[src/rtl/uart_rx_param.sv]
// uart_rx_param: parametrised UART receiver with mid-bit majority vote, parity/frame/overrun/break status and ready/valid output.
module uart_rx_param #(
    parameter int N          = 8,
    parameter int M          = 1,
    parameter int PARITY_EN  = 0,
    parameter int PARITY_ODD = 0,
    parameter int OVERSAMPLE = 16
) (
    input  logic         clk,
    input  logic         reset,
    input  logic         tick,
    input  logic         rx,
    output logic [N-1:0] data_out,
    output logic         valid,
    input  logic         ready,
    output logic         parity_err,
    output logic         frame_err,
    output logic         overrun,
    output logic         break_det,
    output logic         busy
);
    localparam int H  = OVERSAMPLE / 2;
    localparam int SW = $clog2(OVERSAMPLE);

    typedef enum logic [2:0] {IDLE, START, DATA, PARITY, STOP, WAIT_IDLE} state_t;

    state_t         state_q, state_d;
    logic [SW-1:0]  sc_q, sc_d;
    logic [3:0]     bn_q, bn_d;
    logic [N-1:0]   sh_q, sh_d, dout_q, dout_d;
    logic           s0_q, s0_d, s1_q, s1_d, par_q, par_d, ferr_q, ferr_d;
    logic           done_q, done_d, brk_q, brk_d;
    logic           valid_q, valid_d, perr_q, perr_d, fout_q, fout_d, ovr_q, ovr_d;
    logic           meta_q, rxs_q;
    logic           maj, mid, last_tick, load;

    assign maj       = (s0_q & s1_q) | (s0_q & rxs_q) | (s1_q & rxs_q);
    assign mid       = tick && sc_q == SW'(H + 1);
    assign last_tick = tick && sc_q == SW'(OVERSAMPLE - 1);
    assign load      = done_q & (~valid_q | ready);

    always_comb begin
        state_d = state_q;
        sc_d    = sc_q;
        bn_d    = bn_q;
        sh_d    = sh_q;
        s0_d    = s0_q;
        s1_d    = s1_q;
        par_d   = par_q;
        ferr_d  = ferr_q;
        done_d  = 1'b0;
        brk_d   = 1'b0;
        if (tick && state_q != IDLE && state_q != WAIT_IDLE) begin
            sc_d = last_tick ? '0 : sc_q + 1'b1;
            s0_d = sc_q == SW'(H - 1) ? rxs_q : s0_q;
            s1_d = sc_q == SW'(H) ? rxs_q : s1_q;
        end
        case (state_q)
            IDLE: if (!rxs_q) begin
                state_d = START;
                sc_d    = '0;
                ferr_d  = 1'b0;
                par_d   = 1'b0;
            end
            START: if (mid && maj) state_d = IDLE;
                   else if (last_tick) begin
                       state_d = DATA;
                       bn_d    = '0;
                   end
            DATA: begin
                if (mid) sh_d = {maj, sh_q[N-1:1]};
                if (last_tick) begin
                    bn_d = bn_q + 4'd1;
                    if (bn_q == 4'(N - 1)) begin
                        state_d = (PARITY_EN != 0) ? PARITY : STOP;
                        bn_d    = '0;
                    end
                end
            end
            PARITY: begin
                if (mid) par_d = maj;
                if (last_tick) begin
                    state_d = STOP;
                    bn_d    = '0;
                end
            end
            STOP: begin
                // The last stop bit completes at its mid-sample so a following start edge is not missed
                if (mid) begin
                    if (bn_q == '0 && !maj && sh_q == '0 && !par_q) begin
                        brk_d   = 1'b1;
                        state_d = WAIT_IDLE;
                        sc_d    = '0;
                    end else if (bn_q == 4'(M - 1)) begin
                        done_d  = 1'b1;
                        ferr_d  = ferr_q | ~maj;
                        state_d = (ferr_q | ~maj) ? WAIT_IDLE : IDLE;
                        sc_d    = '0;
                    end else ferr_d = ferr_q | ~maj;
                end else if (last_tick) bn_d = bn_q + 4'd1;
            end
            WAIT_IDLE: if (!rxs_q) sc_d = '0;
                       else if (tick) begin
                           state_d = sc_q != '0 ? IDLE : WAIT_IDLE;
                           sc_d    = sc_q != '0 ? '0 : SW'(1);
                       end
            default: state_d = IDLE;
        endcase
    end

    always_comb begin
        valid_d = load | (valid_q & ~ready);
        dout_d  = load ? sh_q : dout_q;
        perr_d  = load ? ((PARITY_EN != 0) && (((^sh_q) ^ par_q) != 1'(PARITY_ODD))) : perr_q;
        fout_d  = load ? ferr_q : fout_q;
        ovr_d   = (done_q & valid_q & ~ready) | (ovr_q & ~(valid_q & ready));
    end

    always_ff @(posedge clk) begin
        if (reset) begin
            meta_q  <= 1'b1;
            rxs_q   <= 1'b1;
            state_q <= IDLE;
            sc_q    <= '0;
            bn_q    <= '0;
            sh_q    <= '0;
            s0_q    <= 1'b1;
            s1_q    <= 1'b1;
            par_q   <= 1'b0;
            ferr_q  <= 1'b0;
            done_q  <= 1'b0;
            brk_q   <= 1'b0;
            valid_q <= 1'b0;
            dout_q  <= '0;
            perr_q  <= 1'b0;
            fout_q  <= 1'b0;
            ovr_q   <= 1'b0;
        end else begin
            meta_q  <= rx;
            rxs_q   <= meta_q;
            state_q <= state_d;
            sc_q    <= sc_d;
            bn_q    <= bn_d;
            sh_q    <= sh_d;
            s0_q    <= s0_d;
            s1_q    <= s1_d;
            par_q   <= par_d;
            ferr_q  <= ferr_d;
            done_q  <= done_d;
            brk_q   <= brk_d;
            valid_q <= valid_d;
            dout_q  <= dout_d;
            perr_q  <= perr_d;
            fout_q  <= fout_d;
            ovr_q   <= ovr_d;
        end
    end

    assign data_out   = dout_q;
    assign valid      = valid_q;
    assign parity_err = perr_q;
    assign frame_err  = fout_q;
    assign overrun    = ovr_q;
    assign break_det  = brk_q;
    assign busy       = state_q != IDLE;
endmodule
[config.mk]
export PLATFORM = sky130hd
export DESIGN_NAME = uart_rx_param
export DESIGN_NICKNAME = d
export VERILOG_FILES = /design/src/rtl/uart_rx_param.sv
export SDC_FILE = /design/constraint.sdc
export NUM_CORES = 1
export LEC_CHECK = 0
export CORE_MARGIN = 2
export CORE_UTILIZATION = 40
export DETAILED_ROUTE_END_ITERATION = 12
export SYNTH_ARGS = -nofsm -noshare
export SYNTH_HDL_FRONTEND = slang
export SYNTH_SLANG_ARGS = --single-unit
[constraint.sdc]
create_clock -name clk -period 5 [get_ports clk]
set_input_delay 1 -clock clk [delete_from_list [all_inputs] [get_ports clk]]
set_output_delay 1 -clock clk [all_outputs]
set_load 0.01 [all_outputs]
==> flow_summary.json <==
{
  "status": "finished clean",
  "initialDrtViolationCount": 128,
  "cts_buffers": 5,
  "netlist_area_um2": 1990,
  "synthesis.nets": 240,
  "crit_arrival_ns": 1.80,
  "power.leakage_nw": 0.939,
  "grt_pass1_vias": 1435,
  "dp.cells": 300,
  "firstDrtPassIters": 4,
  "clock_sinks": 38,
  "grt_use_total_pct": 15.9,
  "p_per_area_nw_per_um2": 277,
  "port_buffers": 17,
  "critPathKind": "reg -> out",
  "drv_slew": 0,
  "finalCritPeriodShare_pct": 56.0,
  "io_pins": 19,
  "hold_end": "rxs_q$_SDFF_PP1_",
  "num_vias": 1607,
  "grt_max_degree": 23,
  "ys_seq_area_share_pct": 38.1,
  "wl_per_cell_um": 13.1,
  "rsz0062_at_grt": "no",
  "yosysWarnings": 0,
  "fin_crit_ns": 2.80,
  "syn_inst": 230,
  "reg2reg_slack_ns": 3.01,
  "max_slew.worst_pin.slew_ns": 1.02,
  "core_um2": 4750,
  "die_width_um": 74.6,
  "rows": 25,
  "drc_errors": 0,
  "drv_cap": 0,
  "place_hpwl_um": 2830,
  "r2r-start": "sc_q[0]$_SDFF_PP0_",
  "instances_no_fill": 308,
  "fp.dieH_um": 74.6,
  "hp-start": "meta_q$_SDFF_PP1_",
  "fin_tns_setup_ns": 0,
  "finalNetCount": 250,
  "post_cts_resized": 0,
  "ys_types": 55,
  "grt_pass1_wl_um": 6840,
  "rr_endpoint": "bn_q[3]$_SDFFE_PP0P_",
  "viasPerCell": 5.22,
  "worstRegToRegCells": 6,
  "cts_tree": "done",
  "setup-violations-final": 0,
  "finalHoldViolations": 0,
  "drt_wl_total_um": 4050,
  "ant_nets": 0,
  "die_area_um2": 5570,
  "cts_max_path_buffers": 2,
  "gp_congestion": 0.785,
  "crit_fanout": 20,
  "root_buffer": "clkbuf_8",
  "worstSetupStartpointType": "register",
  "synth_edf_count": 0,
  "grt_antenna_before_repair": 0,
  "h-tree-depth": 2,
  "postCtsSetupBuffers": 0,
  "clk_latency_ns": 0.29,
  "ctsHoldBuffers": 0,
  "area_growth_pct": 12.5,
  "clk_pin_slew_ns": 0.07,
  "synth_ff_type": "dfxtp_1",
  "fmaxAchievable_ghz": 0.357,
  "critPathRequiredTime_ns": 4.00,
  "antenna_cells": 0,
  "final_layout_size_suffix_gt1_share_pct": 8.30,
  "grt_overflow": 0,
  "hold_class": "reg -> reg",
  "critPathCaptureType": "output pin",
  "finalPower_mw": 0.622,
  "relSlewSlack_pct": 31.5,
  "finClkSkew_ns": 0.00652,
  "async_reset_ff_share_pct": 0,
  "ir_worst_vdd_mv": 0.143,
  "syn_avg_cell_area_um2": 8.67,
  "start_util_pct": 41.9,
  "hold_depth": 1,
  "synth-seq-cells": 38
}
layout make-up:
type	instances	area [um^2]
clock buffers	6	82.6
repair buffers	18	178
multi-input cells	167	1090
clock inverters	2	12.5
fillers	494	2510
inverters	10	37.5
well taps	67	83.8
flip-flops and latches	38	761
flip-flops by register name (all words and copies together) (netlist names), 3 cells and up:
signal    cells
data_out      8
sh_q          8
bn_q          4
sc_q          4
state_q       3
cells in the mapped netlist (all sizes together) (4+ instances only):
| library cell | instances | area (um^2) |
|---|---|---|
| nand3 | 8 | 40.0 |
| nor3 | 5 | 25.0 |
| a31oi | 7 | 43.8 |
| mux2i | 20 | 200 |
| a21oi | 13 | 65.1 |
| and2 | 5 | 31.3 |
| o21ai | 10 | 50.0 |
| dfxtp | 38 | 761 |
| inv | 10 | 37.5 |
| nand2b | 4 | 25.0 |
| ha | 5 | 62.6 |
| nor2 | 28 | 105 |
| nor2b | 5 | 31.3 |
| nand2 | 14 | 52.6 |
| clkbuf | 6 | 32.5 |
| buf | 9 | 73.8 |
where the power goes:
group | total, mW | switching (mW) | internal (mW)
clock | 0.222 | 0.111 | 0.111
combinational | 0.0788 | 0.0408 | 0.0380
sequential | 0.322 | 0.0141 | 0.307
total | 0.622 | 0.166 | 0.456
routing by layer:
layer | wire, um | global-route usage, % | vias up
met2 | 1790 | 23.9 | 47
met4 | 66 | 5.95 | 0
met1 | 1990 | 22.4 | 726
met5 | 0 | 0 | -
met3 | 200 | 3.61 | 6
li1 | - | - | 828
kinds of logic (layout without fill, tap and decap cells):
family / Yosys count / in the layout / synth area share (%)
mux: 20 / 20 / 10.0
other cells: 1 / 1 / 0.188
simple gates: 93 / 93 / 25.7
fa+ha+maj: 6 / 6 / 3.83
flops: 38 / 38 / 38.1
xor+xnor: 1 / 1 / 0.439
buf+inv: 25 / 36 / 7.21
compound gates: 46 / 46 / 14.5
how the worst max path moves through the flow:
| stage | from | end | slack, ns | cells past startpoint |
|---|---|---|---|---|
| after detailed placement | tick | bn_q[3]$_SDFFE_PP0P_ | 2.05 | 6 |
| after global placement | tick | bn_q[3]$_SDFFE_PP0P_ | 2.11 | 6 |
| after global routing | state_q[1]$_SDFFE_PP0P_ | busy | 2.09 | 2 |
| final | state_q[1]$_SDFFE_PP0P_ | busy | 2.20 | 2 |
| after floorplan | tick | bn_q[3]$_SDFFE_PP0P_ | 2.93 | 5 |
| after CTS | state_q[1]$_SDFFE_PP0P_ | busy | 2.20 | 2 |
placed cells by master (no fill, tap or decap), types with 3 or more instances in the layout:
cell type        synthesis  final
inv_1                    8      8
nor3_1                   5      5
nand3_1                  8      8
clkdlybuf4s50_1          0     17
a31oi_1                  7      7
o21ai_1                  3      4
and2_1                   4      4
ha_1                     5      5
o21ai_0                  7      6
clkbuf_8                 1      6
nand4b_1                 3      3
a21oi_1                 13     13
nor2b_1                  5      5
nand2_1                 14     14
mux2i_1                 20     20
nand2b_1                 4      4
dfxtp_1                 38     38
nor2_1                  28     28
critical path, stage by stage (launching register included):
cell and delay (ns):
dfxtp_1 0.72, or3_4 0.26, clkdlybuf4s50_1 0.53
metrics by stage:
step	cell area [um^2]	setup WS, ns	util [%]	hold WS [ns]
detailed placement	2150	2.05	45.2	0.399
finish	2240	2.20	47.2	0.415
floorplan	1990	2.93	-	0.389
global route	2240	2.09	47.2	0.420
CTS	2240	2.20	47.2	0.419
global placement	2150	2.11	45.2	0.392
Note: power is estimated with default switching activity, not from simulation.
